$ cat src/rtl/lr_bus_if.sv
// CPU load/store and external req/ack signals of the lr35902 memory responder.
// bus_err exists only when LR_BUS_TIMEOUT_EN is defined.
interface lr_bus_if;
  logic [15:0] cpu_addr;
  logic [7:0]  cpu_wdata;
  logic        cpu_load;
  logic        cpu_store;
  logic [7:0]  cpu_rdata;
  logic        cpu_ready;
  logic [15:0] ext_addr;
  logic [7:0]  ext_wdata;
  logic        ext_rd;
  logic        ext_wr;
  logic [7:0]  ext_rdata;
  logic        ext_ack;
  logic [4:0]  irq_in;
  logic        irq;
`ifdef LR_BUS_TIMEOUT_EN
  logic        bus_err;
`endif

  modport master (
    output cpu_addr, cpu_wdata, cpu_load, cpu_store, ext_rdata, ext_ack, irq_in,
    input  cpu_rdata, cpu_ready, ext_addr, ext_wdata, ext_rd, ext_wr, irq
`ifdef LR_BUS_TIMEOUT_EN
    , input bus_err
`endif
  );

  modport slave (
    input  cpu_addr, cpu_wdata, cpu_load, cpu_store, ext_rdata, ext_ack, irq_in,
    output cpu_rdata, cpu_ready, ext_addr, ext_wdata, ext_rd, ext_wr, irq
`ifdef LR_BUS_TIMEOUT_EN
    , output bus_err
`endif
  );
endinterface

$ cat src/rtl/lr_bus.sv
// lr35902 memory responder: HRAM/IE/IF answer 1 cycle after the request, external port after ack (>=2).
// CPU holds its request until cpu_ready; optional ext watchdog with sticky bus_err under LR_BUS_TIMEOUT_EN.
module lr_bus #(
  parameter logic [4:0] IF_RESET    = 5'h01,
  parameter logic [7:0] EXT_TIMEOUT = 8'd255
) (
  input logic   clock4,
  input logic   resetn,
  lr_bus_if.slave bus
);

  typedef enum logic [1:0] {IDLE = 2'd0, EXT = 2'd1, RESP = 2'd2} state_t;

  state_t      r_state;
  logic [7:0]  r_hram [0:126];
  logic [7:0]  r_ie;
  logic [4:0]  r_if;
  logic [7:0]  r_rdata;
  logic        r_ready;
  logic [15:0] r_ext_addr;
  logic [7:0]  r_ext_wdata;
  logic        r_ext_rd;
  logic        r_ext_wr;
`ifdef LR_BUS_TIMEOUT_EN
  logic [7:0]  r_cnt;
  logic        r_bus_err;
`else
  logic        w_unused_timeout;
  assign w_unused_timeout = ^EXT_TIMEOUT;
`endif

  logic       w_req;
  logic       w_is_ie;
  logic       w_is_if;
  logic       w_is_hram;
  logic       w_internal;
  logic       w_if_wr;
  logic       w_ie_wr;
  logic       w_hram_wr;
  logic [7:0] w_int_rdata;

  assign w_req      = (r_state == IDLE) && (bus.cpu_load || bus.cpu_store);
  assign w_is_ie    = (bus.cpu_addr == 16'hFFFF);
  assign w_is_if    = (bus.cpu_addr == 16'hFF0F);
  assign w_is_hram  = (bus.cpu_addr[15:7] == 9'h1FF) && !w_is_ie;
  assign w_internal = w_is_ie || w_is_if || w_is_hram;
  assign w_if_wr    = w_req && bus.cpu_store && w_is_if;
  assign w_ie_wr    = w_req && bus.cpu_store && w_is_ie;
  assign w_hram_wr  = w_req && bus.cpu_store && w_is_hram;

  always_comb begin
    w_int_rdata = r_ie;
    if (w_is_if)
      w_int_rdata = {3'b111, r_if};
    else if (w_is_hram)
      w_int_rdata = r_hram[bus.cpu_addr[6:0]];
  end

  // HRAM keeps its contents across reset; writes are only blocked while reset is held.
  always_ff @(posedge clock4) begin
    if (resetn && w_hram_wr)
      r_hram[bus.cpu_addr[6:0]] <= bus.cpu_wdata;
  end

  always_ff @(posedge clock4 or negedge resetn) begin
    if (!resetn) begin
      r_state     <= IDLE;
      r_ie        <= 8'h00;
      r_if        <= IF_RESET;
      r_rdata     <= 8'h00;
      r_ready     <= 1'b0;
      r_ext_addr  <= 16'h0000;
      r_ext_wdata <= 8'h00;
      r_ext_rd    <= 1'b0;
      r_ext_wr    <= 1'b0;
`ifdef LR_BUS_TIMEOUT_EN
      r_cnt       <= 8'h00;
      r_bus_err   <= 1'b0;
`endif
    end else begin
      r_ready <= 1'b0;
      // Interrupt sources set bits even while the CPU is clearing them.
      r_if    <= (w_if_wr ? bus.cpu_wdata[4:0] : r_if) | bus.irq_in;
      if (w_ie_wr)
        r_ie <= bus.cpu_wdata;
`ifdef LR_BUS_TIMEOUT_EN
      if (w_if_wr)
        r_bus_err <= 1'b0;
`endif
      case (r_state)
        IDLE: begin
          if (w_req) begin
            if (bus.cpu_store && bus.cpu_load)
              r_rdata <= 8'hFF;
            if (w_internal) begin
              if (!bus.cpu_store)
                r_rdata <= w_int_rdata;
              r_ready <= 1'b1;
              r_state <= RESP;
            end else begin
              r_ext_addr  <= bus.cpu_addr;
              r_ext_wdata <= bus.cpu_wdata;
              r_ext_rd    <= !bus.cpu_store;
              r_ext_wr    <= bus.cpu_store;
`ifdef LR_BUS_TIMEOUT_EN
              r_cnt       <= 8'h00;
`endif
              r_state     <= EXT;
            end
          end
        end
        EXT: begin
          if (bus.ext_ack) begin
            if (r_ext_rd)
              r_rdata <= bus.ext_rdata;
            r_ext_rd <= 1'b0;
            r_ext_wr <= 1'b0;
            r_ready  <= 1'b1;
            r_state  <= RESP;
          end
`ifdef LR_BUS_TIMEOUT_EN
          else if (r_cnt == 8'(EXT_TIMEOUT - 8'd1)) begin
            if (r_ext_rd)
              r_rdata <= 8'hFF;
            r_ext_rd  <= 1'b0;
            r_ext_wr  <= 1'b0;
            r_bus_err <= 1'b1;
            r_ready   <= 1'b1;
            r_state   <= RESP;
          end else begin
            r_cnt <= r_cnt + 8'd1;
          end
`endif
        end
        RESP:    r_state <= IDLE;
        default: r_state <= IDLE;
      endcase
    end
  end

  assign bus.cpu_rdata = r_rdata;
  assign bus.cpu_ready = r_ready;
  assign bus.ext_addr  = r_ext_addr;
  assign bus.ext_wdata = r_ext_wdata;
  assign bus.ext_rd    = r_ext_rd;
  assign bus.ext_wr    = r_ext_wr;
  assign bus.irq       = |(r_ie[4:0] & r_if);
`ifdef LR_BUS_TIMEOUT_EN
  assign bus.bus_err   = r_bus_err;
`endif

endmodule

$ cat src/flat_wrapper.sv
// flat-port wrapper written by rule: the top's interface ports become plain ports
module lr_bus_flat 
#(
  parameter logic [4:0] IF_RESET    = 5'h01,
  parameter logic [7:0] EXT_TIMEOUT = 8'd255
)
  (clock4, resetn, bus_cpu_addr, bus_cpu_wdata, bus_cpu_load, bus_cpu_store, bus_ext_rdata, bus_ext_ack, bus_irq_in, bus_cpu_rdata, bus_cpu_ready, bus_ext_addr, bus_ext_wdata, bus_ext_rd, bus_ext_wr, bus_irq);
  lr_bus_if bus_i ();
  input logic clock4;
  input logic resetn;
  input wire logic [$bits(bus_i.cpu_addr)-1:0] bus_cpu_addr;
  input wire logic [$bits(bus_i.cpu_wdata)-1:0] bus_cpu_wdata;
  input wire logic [$bits(bus_i.cpu_load)-1:0] bus_cpu_load;
  input wire logic [$bits(bus_i.cpu_store)-1:0] bus_cpu_store;
  input wire logic [$bits(bus_i.ext_rdata)-1:0] bus_ext_rdata;
  input wire logic [$bits(bus_i.ext_ack)-1:0] bus_ext_ack;
  input wire logic [$bits(bus_i.irq_in)-1:0] bus_irq_in;
  output wire logic [$bits(bus_i.cpu_rdata)-1:0] bus_cpu_rdata;
  output wire logic [$bits(bus_i.cpu_ready)-1:0] bus_cpu_ready;
  output wire logic [$bits(bus_i.ext_addr)-1:0] bus_ext_addr;
  output wire logic [$bits(bus_i.ext_wdata)-1:0] bus_ext_wdata;
  output wire logic [$bits(bus_i.ext_rd)-1:0] bus_ext_rd;
  output wire logic [$bits(bus_i.ext_wr)-1:0] bus_ext_wr;
  output wire logic [$bits(bus_i.irq)-1:0] bus_irq;
  assign bus_i.cpu_addr = bus_cpu_addr;
  assign bus_i.cpu_wdata = bus_cpu_wdata;
  assign bus_i.cpu_load = bus_cpu_load;
  assign bus_i.cpu_store = bus_cpu_store;
  assign bus_i.ext_rdata = bus_ext_rdata;
  assign bus_i.ext_ack = bus_ext_ack;
  assign bus_i.irq_in = bus_irq_in;
  assign bus_cpu_rdata = bus_i.cpu_rdata;
  assign bus_cpu_ready = bus_i.cpu_ready;
  assign bus_ext_addr = bus_i.ext_addr;
  assign bus_ext_wdata = bus_i.ext_wdata;
  assign bus_ext_rd = bus_i.ext_rd;
  assign bus_ext_wr = bus_i.ext_wr;
  assign bus_irq = bus_i.irq;
  lr_bus #(.IF_RESET(IF_RESET), .EXT_TIMEOUT(EXT_TIMEOUT)) u_core (.clock4(clock4), .resetn(resetn), .bus(bus_i));
endmodule
$ cat config.mk
export PLATFORM = sky130hd
export DESIGN_NAME = lr_bus_flat
export DESIGN_NICKNAME = d
export VERILOG_FILES = /design/src/rtl/lr_bus_if.sv /design/src/rtl/lr_bus.sv /design/src/flat_wrapper.sv
export SDC_FILE = /design/constraint.sdc
export NUM_CORES = 1
export LEC_CHECK = 0
export CAP_MARGIN = 20
export CORE_UTILIZATION = 50
export CTS_BUF_LIST = sky130_fd_sc_hd__clkbuf_4 sky130_fd_sc_hd__clkbuf_8 sky130_fd_sc_hd__clkbuf_16
export DETAILED_ROUTE_END_ITERATION = 10
export PLACE_DENSITY = 0.64
export SLEW_MARGIN = 20
export SYNTH_ARGS = -nofsm -noshare
export SYNTH_HDL_FRONTEND = slang
export SYNTH_SLANG_ARGS = --single-unit
$ cat constraint.sdc
create_clock -name clock4 -period 4.9 [get_ports clock4]
set_input_delay 0.98 -clock clock4 [delete_from_list [all_inputs] [get_ports clock4]]
set_output_delay 0.98 -clock clock4 [all_outputs]
set_load 0.01 [all_outputs]
* Word-level counts from Yosys, hierarchy flattened
Memory sizes are Yosys's and may differ from the RTL's.
Index checks and enable logic that the tools add are counted.
** Cells by class
- Reductions and logical operators :: 20
- Muxes and demuxes :: 27
- Equal/unequal tests :: 8
- Bitwise gates (word level) :: 3
** Operator list (number)
- $mux 8 :: 8
- $eq 16x16->1 const B :: 2
- $pmux 8 s2 :: 1
- $mux 1 :: 10
- $eq 9x9->1 const B :: 1
- $logic_and 1x1->1 :: 8
- $reduce_and 4->1 :: 2
- $mux 2 :: 3
- $pmux 1 s2 :: 3
- $and 5x5->5 :: 1
- $mux 5 :: 1
- $or 5x5->5 :: 1
- $reduce_or 5->1 :: 1
- $ne 2x1->1 const B :: 2
- $ne 2x2->1 const B :: 2
- $pmux 2 s2 :: 1
- $logic_or 1x1->1 :: 3
- $reduce_and 3->1 :: 1
- $eq 2x1->1 const B :: 1
- $logic_not 1->1 :: 2
- $logic_not 2->1 :: 1
- $reduce_and 2->1 :: 1
- $reduce_bool 2->1 :: 1
- $not 1->1 :: 1
** Storage, ports and cells
- Flip-flop bits (word level) :: 50
- Logic and storage cells :: 68
- Output and inout port bits :: 36
- Memories kept :: 1
- RAM bits :: 1016
- Input port bits :: 42
** Memory list
- u_core.r_hram :: words 127, bits a word 8, read ports 1, clocked after memory_dff 0, write ports 1, RTL line lr_bus.sv:15 : logic [7:0] r_hram [0:126];

* Longest topological paths before layout
Gate-level depths: netlist of the first run.
- Depth in word-level cells :: 9
- Depth in mapped cells :: 13
- Gate-level depth less buffers :: 7

* Worst setup path before layout of the first run
OpenSTA, ideal clock, no wires.
- Path kind :: input port to flip-flop
- Start point :: input bus_cpu_addr[1]
- End point :: memory u_core.r_hram[107][0] (enable)
- Path slack :: 1.584 ns
- Arrival :: 2.945 ns
- Stages on the path :: 8
- Required time :: 4.530 ns
- Buffers on the path :: 3
- Setup time :: 0.370 ns
- Path through :: buf_4 > and4_1 > a2111oi_4 > and3_1 > buf_2 > nand2_1 > clkbuf_1 > nor2_1
** On the way
- Word-level cells in the longest chain between the ends :: 7
** RTL lines
- start, declared :: RTL line flat_wrapper.sv:11 : input wire logic [$bits(bus_i.cpu_addr)-1:0] bus_cpu_addr;
- $eq 16x16->1 :: RTL line lr_bus.sv:43 : assign w_is_ie = (bus.cpu_addr == 16'hFFFF);
- $logic_not 1->1 :: RTL line lr_bus.sv:45 : assign w_is_hram = (bus.cpu_addr[15:7] == 9'h1FF) && !w_is_ie;
- $logic_and 1x1->1 :: RTL line lr_bus.sv:45
- $logic_and 1x1->1 :: RTL line lr_bus.sv:49 : assign w_hram_wr = w_req && bus.cpu_store && w_is_hram;
- $logic_and 1x1->1 :: RTL line lr_bus.sv:61 : if (resetn && w_hram_wr)
- $mux 1 :: RTL line lr_bus.sv:61
- $mux 1 (implied by the code) :: RTL line lr_bus.sv:62 : r_hram[bus.cpu_addr[6:0]] <= bus.cpu_wdata;
- end, declared :: RTL line lr_bus.sv:15
Several ways; a longest one is shown, not always the timed one.

* Worst setup path after layout of the first run
- Start point :: input bus_cpu_addr[6]
- End point :: memory u_core.r_hram[0][4] (enable)
The elaborated chain is that of the path after synthesis.

==> results of run 1 <==
==> worst min path at each step <==
stage | from | end | cells past startpoint
CTS | resetn | u_core.bus.ext_addr[13] | 2
global route | resetn | u_core.r_ie[1] | 2
floorplan | u_core.r_ie[6] | u_core.r_ie[6] | 1
global placement | u_core.r_ie[6] | u_core.r_ie[6] | 1
finish | resetn | u_core.r_ie[4] | 2
detailed placement | u_core.r_ie[6] | u_core.r_ie[6] | 1
==> cells by family (layout without fill, tap and decap cells) <==
group,count (synthesis),after routing,share of synthesized area (%)
and+or+nand+nor,404,404,4.47
buffers and inverters,177,512,2.30
AOI/OAI and AO/OA,550,550,9.80
DFF,1066,1066,75.4
muxes,257,257,8.07
==> sequential cells by signal (all words and copies together) (netlist names) <==
signal,cells
u_core.bus.ext_wr,1
u_core.r_ie,8
u_core.bus.ext_rd,1
u_core.r_hram,1016
u_core.r_if,5
u_core.bus.ext_wdata,8
u_core.bus.ext_addr,16
u_core.r_state,2
u_core.bus.cpu_ready,1
u_core.bus.cpu_rdata,8
==> area by class of cell <==
type,count,area (sq um),area share (%)
timing repair buffer,312,2720,5.57
multi-input combinational,1211,9460,19.4
clock inverter,69,704,1.44
tap,1080,1350,2.77
sequential,1066,31800,65.1
clock buffer,120,2760,5.65
inverter,11,41.3,0.0846
==> through the flow <==
step / hold slack (ps) / cell area (sq um) / utilization [%] / std cells
after floorplan: 471 / 42100 / - / 2454
after global placement: 479 / 45300 / 54.3 / 3680
after detailed placement: 490 / 45300 / 54.3 / 3680
after CTS: 469 / 48800 / 58.4 / 3869
after global routing: 521 / 48800 / 58.4 / 3869
final: 468 / 48800 / 58.4 / 3869
==> cell usage after synthesis, drive strengths merged (4+ instances only) <==
cell type     n
buf         112
a21o          4
a222oi        7
nand4        11
nor2b        13
nand2       105
a21oi        72
o2bb2ai      17
edfxtp     1016
nand2b        6
a31o          4
mux2        122
o211ai        9
nor3b         5
nor2        176
a311oi        6
a221o        24
nor3          7
a41oi         8
or3           5
nand3b        5
mux4         53
dfrtp        49
o221ai       14
o2111ai       5
and2          6
and3         15
o221a         4
clkbuf       54
a22oi        93
inv          11
a211o         6
a221oi       97
and4          4
a31oi        20
o22ai        13
a211oi       11
nor4          6
o211a         4
nand3        23
o21bai        4
a22o         25
a2111oi       8
mux2i        82
o21ai        76
==> worst register-to-register path, delay by kind of cell (launching register included) <==
| family | cells | cell delay, ps |
|---|---|---|
| and+or+nand+nor | 4 | 1740 |
| DFF | 1 | 490 |
| buffers and inverters | 2 | 620 |
==> routing by layer <==
layer	up-vias	track usage, %	wire length [um]
met2	2000	48.1	61000
met3	350	7.32	16600
met1	13200	43.2	50300
li1	10500	-	-
met5	-	0	41
met4	4	12.9	6120
==> power breakdown <==
| group | switching, W | internal, W | leakage [nW] | total (W) |
|---|---|---|---|---|
| Combinational | 0.00110 | 0.000750 | 4.55 | 0.00185 |
| Clock | 0.00348 | 0.00462 | 1.70 | 0.00810 |
| Sequential | 0.000118 | 0.0101 | 9.71 | 0.0102 |
| Total | 0.00469 | 0.0155 | 16.0 | 0.0202 |
==> results.sh, run 1 <==
export IMPL_status="finished, final reports clean"
export IMPL_cts_root_buf="clkbuf_16"
export IMPL_synth_cell_types=88
export IMPL_reg2reg_to="u_core.r_hram[0][4]"
export IMPL_final_common_cell="edfxtp_1"
export IMPL_antenna_left=0
export IMPL_gp_congestion=0.935
export IMPL_crit_chain="clkdlybuf4s50_1 > and3_1 > a2111oi_4 > and3_1 > nand2_1 > buf_4 > nor2_1"
export IMPL_cp_data_arrival_time_ps=4270
export IMPL_grt_total_usage_pct=31.3
export IMPL_maxSlewHeadroom_pct=28.4
export IMPL_synth_seq_area_share_pct=75.4
export IMPL_clk_pin_slew_ps=60
export IMPL_slowest_delay_ps=570
export IMPL_start_util_pct=50.4
export IMPL_synthArstFlopShare_pct=4.69
export IMPL_fmax_ghz=0.253
export IMPL_cts_buffers=106
export IMPL_rows=106
export IMPL_io_pins=78
export IMPL_crit_fanout=8
export IMPL_grt_pass1_wl_um=190000
export IMPL_antenna_found_initial=3
export IMPL_setup_slack_ps=947
export IMPL_grt_pass1_vias=25500
export IMPL_cts_setup_buffers=0
export IMPL_p_leak_nw=16.0
export IMPL_drc=0
export IMPL_cp_end_kind="register"
export IMPL_diodes=0
export IMPL_htree_num_levels=3
export IMPL_critPathCapture="u_core.r_hram[0][4]"
export IMPL_drive_above_1_share_pct=21.9
export IMPL_worstPathRequired_ps=5220
export IMPL_crit_start="bus_cpu_addr[6]"
export IMPL_drt_iter0_drc=3688
export IMPL_cp_top_family="simple AND/OR/NAND/NOR gates"
export IMPL_fin_crit_sh_pct=80.7
export IMPL_synth_net_count=2496
export IMPL_period_needed_ps=3950
export IMPL_worstRegToRegCells=6
export IMPL_drt_total_wl_um=134000
export IMPL_cp_start_kind="input pin"
export IMPL_dp_slack_ps=408
export IMPL_route_vias_total=26100
export IMPL_grt_setup_unrepaired="false"
export IMPL_cp_depth=7
export IMPL_die_area_sq_um=85400
export IMPL_synth_ff_type="edfxtp_1"
export IMPL_syn_area_per_cell_sq_um=17.2
export IMPL_vias_per_cell=6.75
export IMPL_ctsLongestPathBuffers=3
export IMPL_crit_top_cell="and3_1"
export IMPL_clk_latency_ps=700
export IMPL_finalHoldViolCount=0
export IMPL_yosys_warnings=0
export IMPL_crit_slowest_cell="nand2_1"
export IMPL_post_cts_resized=0
export IMPL_grt_max_degree=79
export IMPL_path_class="in2reg"
export IMPL_ys_ff_latch=1066
export IMPL_worstMarginPinSlew_ps=1070
export IMPL_tritoncts="built"
export IMPL_power_density_nw_per_um2=414
export IMPL_core_region_area_sq_um=83600
export IMPL_hold_path_class="in2async"
export IMPL_rr_startpoint="u_core.r_state[1]"
export IMPL_critical_path_buf_inv_count=2
export IMPL_place_hpwl_um=84200
export IMPL_grt_overflow=0
export IMPL_area_delta_synth_final_pct=15.8
export IMPL_drt_pass1_iterations=8
export IMPL_netlist_area_sq_um=42100
export IMPL_synth_top_cell_area_share_pct=72.4
export IMPL_drv_slew=0
export IMPL_layout_nets=2750
export IMPL_cts_hold_buf=0
export IMPL_finalSetupViolCount=0
export IMPL_yosysTopAreaCell="edfxtp_1"
export IMPL_layout_common_cells="edfxtp_1 (1016), buf_4 (227), nor2_1 (173)"
export IMPL_cts_sinks=1066
export IMPL_rrSetupSlack_ps=1700
export IMPL_skew_ps=23.0
export IMPL_synthCells=2454
export IMPL_detail_route_wl_per_cell_um=34.7
export IMPL_ir_drop_uv=307
export IMPL_num_fill_cells=6265
export IMPL_ys_top_cells_by_area="edfxtp_1 (72%), mux2_2 (3.2%), dfrtp_1 (2.9%)"
export IMPL_max_cap_violations=0
export IMPL_fp_dieW_um=292
export IMPL_finalPower_w=0.0202
export IMPL_io_buffers=77
export IMPL_die_h_um=292
export IMPL_synth_edf_count=1016
export IMPL_fin_tns_setup_ps=0
Note: power is estimated with default switching activity, not from simulation.
==> inputs of run 2 (changes only) <==
Clock period 4.9 ns to 3.93 ns, I/O delays scaled along.
==> results.sh, run 2 (synthesis gave the netlist of run 1 again) <==
export IMPL_post_cts_resized=0
export IMPL_finalHoldViolCount=0
export IMPL_route_met2_wl_um=58800
export IMPL_path_class="in2reg"
export IMPL_wl_met1_um=50200
export IMPL_worstPathRequired_ps=4540
export IMPL_setup_slack_ps=583
export IMPL_antenna_found_initial=1
export IMPL_final_common_cell="edfxtp_1"
export IMPL_drt_total_wl_um=132000
export IMPL_detail_route_wl_per_cell_um=33.0
export IMPL_grt_setup_unrepaired="false"
export IMPL_final_area_sq_um=49900
export IMPL_io_pins=78
export IMPL_place_hpwl_um=83600
export IMPL_met3_length_um=16500
export IMPL_fp_dieW_um=292
export IMPL_cts_setup_buffers=0
export IMPL_route_vias_total=26200
export IMPL_p_clk_share_pct=39.7
export IMPL_layout_nets=2867
export IMPL_ctsLongestPathBuffers=3
export IMPL_cts_hold_buf=0
export IMPL_drv_slew=0
export IMPL_fin_tns_setup_ps=0
export IMPL_rr_startpoint="u_core.r_hram[18][0]"
export IMPL_skew_ps=30.4
export IMPL_finalSetupViolCount=0
export IMPL_clk_pin_slew_ps=70
export IMPL_grt_pass1_vias=25400
export IMPL_grt_max_degree=120
export IMPL_drt_pass1_iterations=6
export IMPL_p_comb_share_pct=9.4
export IMPL_crit_fanout=22
export IMPL_max_cap_violations=0
export IMPL_power_density_nw_per_um2=502
export IMPL_area_delta_synth_final_pct=18.5
export IMPL_num_fill_cells=6124
export IMPL_seqPwrFrac_pct=50.9
export IMPL_cp_end_kind="register"
export IMPL_htree_num_levels=3
export IMPL_placed_cells=3795
export IMPL_cts_root_buf="clkbuf_16"
export IMPL_start_util_pct=50.4
export IMPL_period_needed_ps=3350
export IMPL_die_h_um=292
export IMPL_drive_above_1_share_pct=25.1
export IMPL_drc=0
export IMPL_drt_iter0_drc=3742
export IMPL_clk_latency_ps=700
export IMPL_crit_start="bus_cpu_addr[0]"
export IMPL_placed_area_sq_um=46500
export IMPL_die_area_sq_um=85400
export IMPL_fmax_ghz=0.299
export IMPL_internal_power_w=0.0193
export IMPL_antenna_left=0
export IMPL_cp_data_arrival_time_ps=3950
export IMPL_final_core_util_pct=59.8
export IMPL_sw_frac_of_total_pct=23.1
export IMPL_worstMarginPinSlew_ps=951
export IMPL_power_net_switching_w=0.00578
export IMPL_vias_per_cell=6.56
export IMPL_io_buffers=77
export IMPL_p_leak_nw=16.7
export IMPL_rows=106
export IMPL_grt_pass1_wl_um=187000
export IMPL_cp_start_kind="input pin"
export IMPL_grt_overflow=0
export IMPL_layout_common_cells="edfxtp_1 (1016), buf_4 (316), nor2_1 (173)"
export IMPL_cts_sinks=1066
export IMPL_fin_crit_sh_pct=85.2
export IMPL_maxSlewHeadroom_pct=35.0
export IMPL_status="finished, final reports clean"
export IMPL_cts_buffers=107
export IMPL_largest_register_ffs=1016
export IMPL_grt_total_usage_pct=30.8
export IMPL_dp_slack_ps=41.8
export IMPL_ir_drop_uv=414
export IMPL_fin_cells=3993
export IMPL_hold_path_class="in2async"
export IMPL_gp_congestion=0.966
export IMPL_core_region_area_sq_um=83600
export IMPL_tritoncts="built"
export IMPL_maxUsedRoutingLayer="met5"
-- run 2: power groups by stage --
stage	combinational, W	sequential, W	clock, W
3_3_place_gp	0.00230	0.0130	0
4_1_cts	0.00233	0.0128	0.0100
5_1_grt	0.00246	0.0128	0.0105
6_report	0.00236	0.0128	0.00995
2_1_floorplan	0.000972	0.0130	0
3_5_place_dp	0.00232	0.0130	0
-- run 2: critical path, stage by stage --
cell	delay, ps
buf_8	240
nor2b_2	780
a22oi_1	130
o311ai_0	340
a211oi_1	80
buf_4	170
a2111oi_0	840
buf_4	230
a211oi_1	40
buf_4	150
a21oi_1	130
-- run 2: final cells by class --
type | instances | area (sq um) | area share (%)
Sequential cell | 1066 | 31800 | 63.6
Multi-Input combinational cell | 1211 | 9450 | 18.9
Timing Repair Buffer | 428 | 3900 | 7.82
Clock buffer | 127 | 2830 | 5.66
Tap cell | 1080 | 1350 | 2.71
Clock inverter | 66 | 596 | 1.19
Inverter | 11 | 41.3 | 0.0827
Antenna cell | 4 | 10.0 | 0.0200
-- run 2: per-stage QoR --
stage          hold slack [ps]  total power, W
2_1_floorplan              471          0.0140
3_3_place_gp               486          0.0153
3_5_place_dp               495          0.0153
4_1_cts                    289          0.0251
5_1_grt                    350          0.0257
6_report                   278          0.0251
-- run 2: final timing paths --
kind,end,slack (ps),depth (start not counted)
hold / removal,u_core.bus.cpu_rdata[1],280,2
hold reg to reg,u_core.bus.ext_addr[12],510,1
setup / recovery,u_core.bus.cpu_rdata[0],580,11
max in group asynchronous,u_core.bus.ext_addr[4],3200,2
setup reg to reg,u_core.bus.cpu_rdata[0],1260,9
min in group clock4,u_core.r_hram[118][6],420,1
-- run 2: metal layers --
layer  track usage (%)  vias up
met2              46.1     1870
met1              42.5    13200
li1                  -    10800
met3              8.29      308
met5                 0        -
met4              13.9        2
